[src/rtl/alu_rr_arbiter_if.sv]
// alu_rr_arbiter_if: request, response and ALU-side signals of the shared-ALU arbiter
interface alu_rr_arbiter_if #(
    parameter int DW  = 4,
    parameter int OPW = 3,
    parameter int RW  = 8
);
    logic           req0_valid, req0_ready, req1_valid, req1_ready;
    logic [DW-1:0]  req0_a, req0_b, req1_a, req1_b;
    logic [OPW-1:0] req0_op, req1_op;
    logic [DW-1:0]  alu_a, alu_b;
    logic [OPW-1:0] alu_op;
    logic [RW-1:0]  alu_result;
    logic           rsp0_valid, rsp0_ready, rsp1_valid, rsp1_ready;
    logic [RW-1:0]  rsp0_data, rsp1_data;

    modport slave (
        input  req0_valid, req0_a, req0_b, req0_op,
        input  req1_valid, req1_a, req1_b, req1_op,
        input  alu_result, rsp0_ready, rsp1_ready,
        output req0_ready, req1_ready, alu_a, alu_b, alu_op,
        output rsp0_valid, rsp0_data, rsp1_valid, rsp1_data
    );

    modport master (
        output req0_valid, req0_a, req0_b, req0_op,
        output req1_valid, req1_a, req1_b, req1_op,
        output alu_result, rsp0_ready, rsp1_ready,
        input  req0_ready, req1_ready, alu_a, alu_b, alu_op,
        input  rsp0_valid, rsp0_data, rsp1_valid, rsp1_data
    );
endinterface

[src/rtl/alu_rr_arbiter.sv]
// alu_rr_arbiter: round-robin sharing of one combinational ALU between two requesters
module alu_rr_arbiter #(
    parameter int DW  = 4,
    parameter int OPW = 3,
    parameter int RW  = 8
) (
    input logic              clk,
    input logic              rst_n,
    alu_rr_arbiter_if.slave  bus
);
    typedef enum logic [1:0] {IDLE, EXEC, RESP} state_t;

    state_t         state_q, state_d;
    logic           last_q, last_d, owner_q, owner_d;
    logic           v0_q, v0_d, v1_q, v1_d;
    logic [DW-1:0]  a_q, a_d, b_q, b_d;
    logic [OPW-1:0] op_q, op_d;
    logic [RW-1:0]  d0_q, d0_d, d1_q, d1_d;
    logic           gnt0, gnt1;

    // grant only in IDLE; on contention the requester that did not win last time goes first
    always_comb begin
        gnt0 = rst_n && state_q == IDLE && bus.req0_valid && (!bus.req1_valid || last_q);
        gnt1 = rst_n && state_q == IDLE && bus.req1_valid && (!bus.req0_valid || !last_q);
    end

    // next-state: latch operands on accept, capture ALU result after EXEC, release on response handshake
    always_comb begin
        state_d = state_q;
        last_d  = last_q;
        owner_d = owner_q;
        a_d     = a_q;
        b_d     = b_q;
        op_d    = op_q;
        v0_d    = v0_q;
        v1_d    = v1_q;
        d0_d    = d0_q;
        d1_d    = d1_q;
        if (gnt0 || gnt1) begin
            state_d = EXEC;
            owner_d = gnt1;
            last_d  = gnt1;
            a_d     = gnt1 ? bus.req1_a  : bus.req0_a;
            b_d     = gnt1 ? bus.req1_b  : bus.req0_b;
            op_d    = gnt1 ? bus.req1_op : bus.req0_op;
        end
        if (state_q == EXEC) begin
            state_d = RESP;
            v0_d    = !owner_q;
            v1_d    = owner_q;
            d0_d    = owner_q ? d0_q : bus.alu_result;
            d1_d    = owner_q ? bus.alu_result : d1_q;
        end
        if (state_q == RESP && (owner_q ? bus.rsp1_ready : bus.rsp0_ready)) begin
            state_d = IDLE;
            v0_d    = 1'b0;
            v1_d    = 1'b0;
        end
    end

    // state and output registers; reset discards any in-flight operation
    always_ff @(posedge clk or negedge rst_n) begin
        if (!rst_n) begin
            state_q <= IDLE;
            last_q  <= 1'b1;
            owner_q <= 1'b0;
            a_q     <= '0;
            b_q     <= '0;
            op_q    <= '0;
            v0_q    <= 1'b0;
            v1_q    <= 1'b0;
            d0_q    <= '0;
            d1_q    <= '0;
        end else begin
            state_q <= state_d;
            last_q  <= last_d;
            owner_q <= owner_d;
            a_q     <= a_d;
            b_q     <= b_d;
            op_q    <= op_d;
            v0_q    <= v0_d;
            v1_q    <= v1_d;
            d0_q    <= d0_d;
            d1_q    <= d1_d;
        end
    end

    assign bus.req0_ready = gnt0;
    assign bus.req1_ready = gnt1;
    assign bus.alu_a      = a_q;
    assign bus.alu_b      = b_q;
    assign bus.alu_op     = op_q;
    assign bus.rsp0_valid = v0_q;
    assign bus.rsp1_valid = v1_q;
    assign bus.rsp0_data  = d0_q;
    assign bus.rsp1_data  = d1_q;
endmodule

[src/flat_wrapper.sv]
// flat-port wrapper written by rule: the top's interface ports become plain ports
module alu_rr_arbiter_flat 
#(
    parameter int DW  = 4,
    parameter int OPW = 3,
    parameter int RW  = 8
)
  (clk, rst_n, bus_req0_valid, bus_req0_a, bus_req0_b, bus_req0_op, bus_req1_valid, bus_req1_a, bus_req1_b, bus_req1_op, bus_alu_result, bus_rsp0_ready, bus_rsp1_ready, bus_req0_ready, bus_req1_ready, bus_alu_a, bus_alu_b, bus_alu_op, bus_rsp0_valid, bus_rsp0_data, bus_rsp1_valid, bus_rsp1_data);
  alu_rr_arbiter_if #(.DW(DW), .OPW(OPW), .RW(RW)) bus_i ();
  input logic clk;
  input logic rst_n;
  input wire logic [$bits(bus_i.req0_valid)-1:0] bus_req0_valid;
  input wire logic [$bits(bus_i.req0_a)-1:0] bus_req0_a;
  input wire logic [$bits(bus_i.req0_b)-1:0] bus_req0_b;
  input wire logic [$bits(bus_i.req0_op)-1:0] bus_req0_op;
  input wire logic [$bits(bus_i.req1_valid)-1:0] bus_req1_valid;
  input wire logic [$bits(bus_i.req1_a)-1:0] bus_req1_a;
  input wire logic [$bits(bus_i.req1_b)-1:0] bus_req1_b;
  input wire logic [$bits(bus_i.req1_op)-1:0] bus_req1_op;
  input wire logic [$bits(bus_i.alu_result)-1:0] bus_alu_result;
  input wire logic [$bits(bus_i.rsp0_ready)-1:0] bus_rsp0_ready;
  input wire logic [$bits(bus_i.rsp1_ready)-1:0] bus_rsp1_ready;
  output wire logic [$bits(bus_i.req0_ready)-1:0] bus_req0_ready;
  output wire logic [$bits(bus_i.req1_ready)-1:0] bus_req1_ready;
  output wire logic [$bits(bus_i.alu_a)-1:0] bus_alu_a;
  output wire logic [$bits(bus_i.alu_b)-1:0] bus_alu_b;
  output wire logic [$bits(bus_i.alu_op)-1:0] bus_alu_op;
  output wire logic [$bits(bus_i.rsp0_valid)-1:0] bus_rsp0_valid;
  output wire logic [$bits(bus_i.rsp0_data)-1:0] bus_rsp0_data;
  output wire logic [$bits(bus_i.rsp1_valid)-1:0] bus_rsp1_valid;
  output wire logic [$bits(bus_i.rsp1_data)-1:0] bus_rsp1_data;
  assign bus_i.req0_valid = bus_req0_valid;
  assign bus_i.req0_a = bus_req0_a;
  assign bus_i.req0_b = bus_req0_b;
  assign bus_i.req0_op = bus_req0_op;
  assign bus_i.req1_valid = bus_req1_valid;
  assign bus_i.req1_a = bus_req1_a;
  assign bus_i.req1_b = bus_req1_b;
  assign bus_i.req1_op = bus_req1_op;
  assign bus_i.alu_result = bus_alu_result;
  assign bus_i.rsp0_ready = bus_rsp0_ready;
  assign bus_i.rsp1_ready = bus_rsp1_ready;
  assign bus_req0_ready = bus_i.req0_ready;
  assign bus_req1_ready = bus_i.req1_ready;
  assign bus_alu_a = bus_i.alu_a;
  assign bus_alu_b = bus_i.alu_b;
  assign bus_alu_op = bus_i.alu_op;
  assign bus_rsp0_valid = bus_i.rsp0_valid;
  assign bus_rsp0_data = bus_i.rsp0_data;
  assign bus_rsp1_valid = bus_i.rsp1_valid;
  assign bus_rsp1_data = bus_i.rsp1_data;
  alu_rr_arbiter #(.DW(DW), .OPW(OPW), .RW(RW)) u_core (.clk(clk), .rst_n(rst_n), .bus(bus_i));
endmodule
[config.mk]
export PLATFORM = sky130hd
export DESIGN_NAME = alu_rr_arbiter_flat
export DESIGN_NICKNAME = d
export VERILOG_FILES = /design/src/rtl/alu_rr_arbiter_if.sv /design/src/rtl/alu_rr_arbiter.sv /design/src/flat_wrapper.sv
export SDC_FILE = /design/constraint.sdc
export NUM_CORES = 1
export LEC_CHECK = 0
export CORE_UTILIZATION = 30
export DETAILED_ROUTE_END_ITERATION = 6
export PLACE_DENSITY = 0.66
export RECOVER_POWER = 100
export SKIP_LAST_GASP = 1
export SLEW_MARGIN = 20
export SYNTH_ARGS = -nofsm -noshare
export SYNTH_HDL_FRONTEND = slang
export SYNTH_SLANG_ARGS = --single-unit
[constraint.sdc]
create_clock -name clk -period 4.15 [get_ports clk]
set_input_delay 0.6225 -clock clk [delete_from_list [all_inputs] [get_ports clk]]
set_output_delay 0.6225 -clock clk [all_outputs]
set_load 0.1 [all_outputs]
==> results of run 1 <==
-- routing by layer --
| layer | up-vias | part of all wire |
|---|---|---|
| met3 | 6 | 0.084 |
| met5 | - | 0 |
| met2 | 54 | 0.43 |
| met1 | 610 | 0.47 |
| met4 | 0 | 0.014 |
| li1 | 621 | - |
-- how the worst min path moves through the flow --
stage / slack (ns) / end
floorplan: 0.33 / u_core.bus.alu_a[0]
global placement: 0.49 / u_core.bus.rsp1_data[5]
detailed placement: 0.49 / u_core.bus.rsp1_data[1]
CTS: 0.29 / u_core.bus.rsp1_valid
global route: 0.51 / u_core.bus.rsp1_data[0]
finish: 0.50 / u_core.bus.rsp0_data[3]
-- cells by family (layout without fill, tap and decap cells) --
logic type,count (synthesis),count (layout)
mux,16,16
flops,33,33
compound gates,44,44
buf+inv,11,78
simple gates,28,28
-- critical path, cell delays in order --
cell                       delay, ns
sky130_fd_sc_hd__clkbuf_1       0.73
sky130_fd_sc_hd__or3b_4         0.55
sky130_fd_sc_hd__nor2_1         0.25
sky130_fd_sc_hd__buf_4          0.34
-- final cells by class --
type,count,area [sq um],area share
sequential,33,827,0.358
timing repair buffer,69,681,0.294
multi-input combinational,88,601,0.260
clock buffer,7,86.3,0.0373
tap,67,83.8,0.0363
clock inverter,1,30.0,0.0130
inverter,1,3.75,0.00162
-- state kept, by name, summed over array words and instances, names as in the netlist --
register	count
u_core.owner_q	1
u_core.bus.alu_b	4
u_core.bus.rsp0_data	8
u_core.bus.rsp0_valid	1
u_core.last_q	1
u_core.bus.rsp1_data	8
u_core.bus.rsp1_valid	1
u_core.state_q	2
u_core.bus.alu_op	3
u_core.bus.alu_a	4
-- synthesized netlist by cell type --
library cell	instances
sky130_fd_sc_hd__dfrtp_1	32
sky130_fd_sc_hd__mux2_2	16
sky130_fd_sc_hd__a21oi_1	12
sky130_fd_sc_hd__nand3_1	12
sky130_fd_sc_hd__a31oi_1	11
sky130_fd_sc_hd__o21ai_1	9
sky130_fd_sc_hd__a21o_1	3
sky130_fd_sc_hd__buf_4	3
sky130_fd_sc_hd__clkbuf_1	3
sky130_fd_sc_hd__nor2_1	3
sky130_fd_sc_hd__o21ai_0	3
sky130_fd_sc_hd__buf_2	2
sky130_fd_sc_hd__buf_6	2
sky130_fd_sc_hd__nand2_1	2
sky130_fd_sc_hd__nand2b_1	2
sky130_fd_sc_hd__nand3b_1	2
sky130_fd_sc_hd__a211oi_1	1
sky130_fd_sc_hd__a21bo_2	1
sky130_fd_sc_hd__a21boi_0	1
sky130_fd_sc_hd__a221oi_1	1
sky130_fd_sc_hd__a31o_2	1
sky130_fd_sc_hd__and2_1	1
sky130_fd_sc_hd__dfstp_2	1
sky130_fd_sc_hd__inv_1	1
sky130_fd_sc_hd__nand2b_2	1
sky130_fd_sc_hd__nand3b_2	1
sky130_fd_sc_hd__nor2_4	1
sky130_fd_sc_hd__nor3b_4	1
sky130_fd_sc_hd__o21ai_2	1
sky130_fd_sc_hd__or2_2	1
sky130_fd_sc_hd__or3b_4	1
-- through the flow --
stage | cells | hold slack, ns | utilization | cell area [sq um] | setup slack (ns)
floorplan | 132 | 0.327 | - | 1520 | 1.19
global placement | 258 | 0.491 | 0.465 | 2220 | 1.47
detailed placement | 258 | 0.492 | 0.465 | 2220 | 1.41
CTS | 266 | 0.288 | 0.489 | 2340 | 1.40
global route | 266 | 0.515 | 0.483 | 2310 | 0.818
finish | 266 | 0.498 | 0.483 | 2310 | 1.02
==> run metrics, run 1 <==
number of buffers on the longest clock path 2; Area growth syn-to-layout 52.1%; Crit Path Category in -> out; crit end category primary output; outcome completed; synthesized-area fraction occupied by adder cells 0; Avg WL per Cell 12.9 um; cell at the root of the clock tree sky130_fd_sc_hd__clkbuf_8; final critical-path share of the clock period 0.753; total wire length after detailed routing roughly 3.4 mm; via count 1291; largest area contributor in the netlist sky130_fd_sc_hd__dfrtp_1; Setup crit end bus_req1_ready; WP data arrival between 2 and 3 ns; final hold viol count 0; starting utilization of the core area 0.318; Worst slew margin 0.321; antenna violations before repair 0; synthesized netlist net count ~170; antenna fix cells 0; clock insertion delay at the later pin of the skew report 0.28 ns; share of synthesized cell area in and, or, nand and nor gates 0.119; register bit count reported by yosys 33; router iterations before antenna repair 4; setup repair after global routing missed its margin no; synthesized area roughly 0.0015 sq mm; clock-pin slew on the worst setup and hold paths 0.07 ns; Layout fillers 459; die outline area about 0.0054 sq mm; DRT iter0 DRCs 48; vias per inst 4.85; standard cell core area 0.00479 sq mm; Setup violations, final 0; Sum Neg Setup Slack 0 ns; total track usage 0.137; register area share after synthesis 0.544; number of nets with antenna violations after detailed routing 0; Critical Path Fanout Max 20; count of standard-cell rows 25; layout cell share with drive strength beyond 1 0.171; gate count after technology mapping 132; met3 routing resource usage after global routing 0.0525; Max Slew Vio Count 0; post-DP HPWL 2.47 mm; final critical delay including setup and external delays 3.13 ns; vias in the first global route around 1200; endpoint of the worst-slack reg-to-reg timing path u_core.bus.alu_op[0]; compound-gate portion of the synthesized area 0.173; pin count of the biggest net entering global routing 25; CTS tree done; CTS buffer count 5; post-cts sizing count 0; reg2reg setup slack ~2.3 ns; commonest cells after routing, fill and taps aside sky130_fd_sc_hd__clkdlybuf4s50_1, sky130_fd_sc_hd__dfrtp_1, sky130_fd_sc_hd__dlygate4sd3_1; die span in x 73.2 um; Die Y-Extent roughly 73 um; portion of synthesized cell area occupied by the leading cell type 0.527; multiplexer share of the synthesized area 0.119; reported max-cap violation count 0; top post-synthesis cells by area sky130_fd_sc_hd__dfrtp_1, sky130_fd_sc_hd__mux2_2, sky130_fd_sc_hd__a31oi_1; setup clock skew after layout 0.0105 ns; R2R depth 4; startpoint type of the worst setup path input pin; global-route track usage on met1 0.184; most crowded layer after global routing met2; count of input and output buffers 66; Post-Synthesis Mean Instance Area 11.5 sq um; drt drc 0; number of warnings printed during yosys synthesis 0; worst min-delay path category in -> async; post-CTS setup buffer count 0; endpoint required time on the critical path 3.53 ns; worst slew pin tran 1.02 ns; final RePlAce weighted congestion 0.749; global route total overflow 0; clock sink count 33; post-synthesis xor/xnor area fraction 0; CP startpoint rst_n; main combinational cell family by area after synthesis compound AO/OA/AOI/OAI gates; commonest non-fill, non-tap cell in the layout sky130_fd_sc_hd__clkdlybuf4s50_1; Max H-tree Level 2; launching point of the worst reg2reg path u_core.state_q[0]; first-pass GRT wire length 5.54 mm; count of pins on the block boundary 67; grt met2 use 0.201; hold-fix buffers at CTS 0; number of unique standard cell types used by synthesis 31; Final #Nets 234; highest achievable clock rate 0.320 GHz
Power of run 1 is left out: the tool's default activity adds up to more than one toggle a clock period on the data nets, which glitch-free logic cannot reach.
==> run 2, diff against run 1 <==
--- a/config.mk
+++ b/config.mk
@@ -7,7 +7,7 @@
 export LEC_CHECK = 0
 export CORE_UTILIZATION = 30
 export DETAILED_ROUTE_END_ITERATION = 6
-export PLACE_DENSITY = 0.66
+export PLACE_DENSITY = 0.68
 export RECOVER_POWER = 100
 export SKIP_LAST_GASP = 1
 export SLEW_MARGIN = 20
==> constraint.sdc (replaced) <==
create_clock -name clk -period 2.5 [get_ports clk]
set_input_delay 0.375 -clock clk [delete_from_list [all_inputs] [get_ports clk]]
set_output_delay 0.375 -clock clk [all_outputs]
set_load 0.1 [all_outputs]
==> run metrics, run 2 (same netlist as run 1, synthesis figures left out) <==
Max H-tree Level 2 (unchanged); post-CTS setup buffer count 0 (unchanged); Setup violations, final 0 (unchanged); clock-pin slew on the worst setup and hold paths 0.06 ns (about the same); count of pins on the block boundary 67 (unchanged); Max Slew Vio Count 0 (unchanged); multi-input logic area 611 sq um (+1.7%); crit end category primary output; Sum Neg Setup Slack 0 ns (unchanged); post-DP HPWL 2.56 mm (+3.5%); final critical delay including setup and external delays 2.37 ns; Critical Path Fanout Max 12 (-40%); first-pass GRT wire length 5.66 mm (+2.1%); total track usage 0.142 (+0.00425); Area growth syn-to-layout 42.6%; outcome completed; standard cell core area 0.00479 sq mm (unchanged); global route total overflow 0 (unchanged); setup repair after global routing missed its margin no; most crowded layer after global routing met2; CTS buffer count 5 (unchanged); met3 routing resource usage after global routing 0.0497 (-0.00276); commonest cells after routing, fill and taps aside sky130_fd_sc_hd__clkdlybuf4s50_1, sky130_fd_sc_hd__dfrtp_1, sky130_fd_sc_hd__clkbuf_1; reported max-cap violation count 0 (unchanged); router iterations before antenna repair 4 (unchanged); Worst slew margin 0.102 (-0.219); antenna fix cells 0 (unchanged); vias per inst 4.77 (-1.8%); layout cell share with drive strength beyond 1 0.180 (+0.00915); drt drc 0 (unchanged); endpoint required time on the critical path 2.12 ns (-1.41 ns); startpoint type of the worst setup path input pin; count of standard-cell rows 25 (unchanged); final hold viol count 0 (unchanged); final RePlAce weighted congestion 0.698 (-6.8%); count of input and output buffers 66 (unchanged); worst min-delay path category reg -> reg; CTS tree done; number of nets with antenna violations after detailed routing 0 (unchanged); vias in the first global route 1180 (+1.0%); starting utilization of the core area 0.318 (unchanged); WP data arrival 2.00 ns (-0.50 ns); die outline area 0.00536 sq mm (unchanged); register area 827 sq um (unchanged); clock sink count 33 (unchanged); setup clock skew after layout 0.00456 ns (-0.00590 ns); Die Y-Extent 73.2 um (unchanged); DRT iter0 DRCs 46 (-4.2%); grt met2 use 0.215 (+0.0144); global-route track usage on met1 0.184 (+0.000483); Final #Nets 235 (+0.43%); antenna violations before repair 0 (unchanged); total wire length after detailed routing 3.60 mm (+5.1%); cell at the root of the clock tree sky130_fd_sc_hd__clkbuf_8; pin count of the biggest net entering global routing 27 (+8.0%); Crit Path Category in -> out; final critical-path share of the clock period 0.949; clock insertion delay at the later pin of the skew report 0.28 ns (about the same); Layout fillers 482 (+5.0%); Avg WL per Cell 13.5 um (+4.7%); worst slew pin tran 1.35 ns (+0.328 ns); die span in x 73.2 um (unchanged); highest achievable clock rate 0.421 GHz; number of buffers on the longest clock path 2 (unchanged); via count 1273 (-1.4%); commonest non-fill, non-tap cell in the layout sky130_fd_sc_hd__clkdlybuf4s50_1
[run 2: layout make-up]
cell class                      count  area share
Clock buffer                        7      0.0398
Clock inverter                      1      0.0139
Sequential cell                    33       0.382
Tap cell                           67      0.0387
Inverter                            1     0.00173
Multi-Input combinational cell     88       0.282
Timing Repair Buffer               70       0.242
[run 2: stage by stage]
| stage | hold slack [ns] | instances | utilization | setup slack (ns) | instance area (sq um) |
|---|---|---|---|---|---|
| detailed placement | 0.231 | 258 | 0.453 | 0.511 | 2170 |
| global route | 0.522 | 267 | 0.453 | 0.0274 | 2170 |
| global placement | 0.228 | 258 | 0.453 | 0.518 | 2170 |
| floorplan | 0.0794 | 132 | - | 0.380 | 1520 |
| finish | 0.505 | 267 | 0.453 | 0.127 | 2170 |
| CTS | 0.510 | 267 | 0.479 | 0.00696 | 2290 |
[run 2: final timing paths]
kind / to / start / cells after the start / slack (ns)
max in group asynchronous: u_core.bus.rsp1_data[4] / rst_n / 3 / 0.51
min reg2reg: u_core.bus.rsp0_data[3] / u_core.bus.rsp0_data[3] / 1 / 0.51
min in group asynchronous: u_core.bus.alu_a[0] / rst_n / 2 / 0.52
max reg2reg: u_core.bus.alu_op[2] / u_core.state_q[1] / 4 / 0.54
max: bus_req1_ready / rst_n / 5 / 0.13
min: u_core.bus.rsp0_data[3] / u_core.bus.rsp0_data[3] / 1 / 0.51
[run 2: per-layer routing]
metal,vias up,wire length (um)
met5,-,0
met4,0,61
met3,10,286
met2,56,1610
met1,587,1640
li1,620,-
[run 2: what timing repair did]
| action | CTS | global route |
|---|---|---|
| hold endpoints to repair | 6 | 0 |
| gates resized for setup | 0 | 2 |
| setup endpoints to repair | 0 | 1 |
| hold buffers | 1 | 0 |
[run 2: critical path, cell delays in order]
cell,delay (ns)
sky130_fd_sc_hd__dlygate4sd3_1,0.56
sky130_fd_sc_hd__clkbuf_4,0.21
sky130_fd_sc_hd__or3b_4,0.49
sky130_fd_sc_hd__nor2_4,0.18
sky130_fd_sc_hd__buf_12,0.19
Power of run 2 is left out for the same reason.
==> run 3, diff against run 2 <==
--- a/config.mk
+++ b/config.mk
@@ -10,7 +10,6 @@
 export PLACE_DENSITY = 0.68
 export RECOVER_POWER = 100
 export SKIP_LAST_GASP = 1
-export SLEW_MARGIN = 20
 export SYNTH_ARGS = -nofsm -noshare
 export SYNTH_HDL_FRONTEND = slang
 export SYNTH_SLANG_ARGS = --single-unit
==> results of run 3 <==
Same layout as run 2: the final DEF is identical, and so are final timing and power.
Power of run 3 is left out for the same reason.
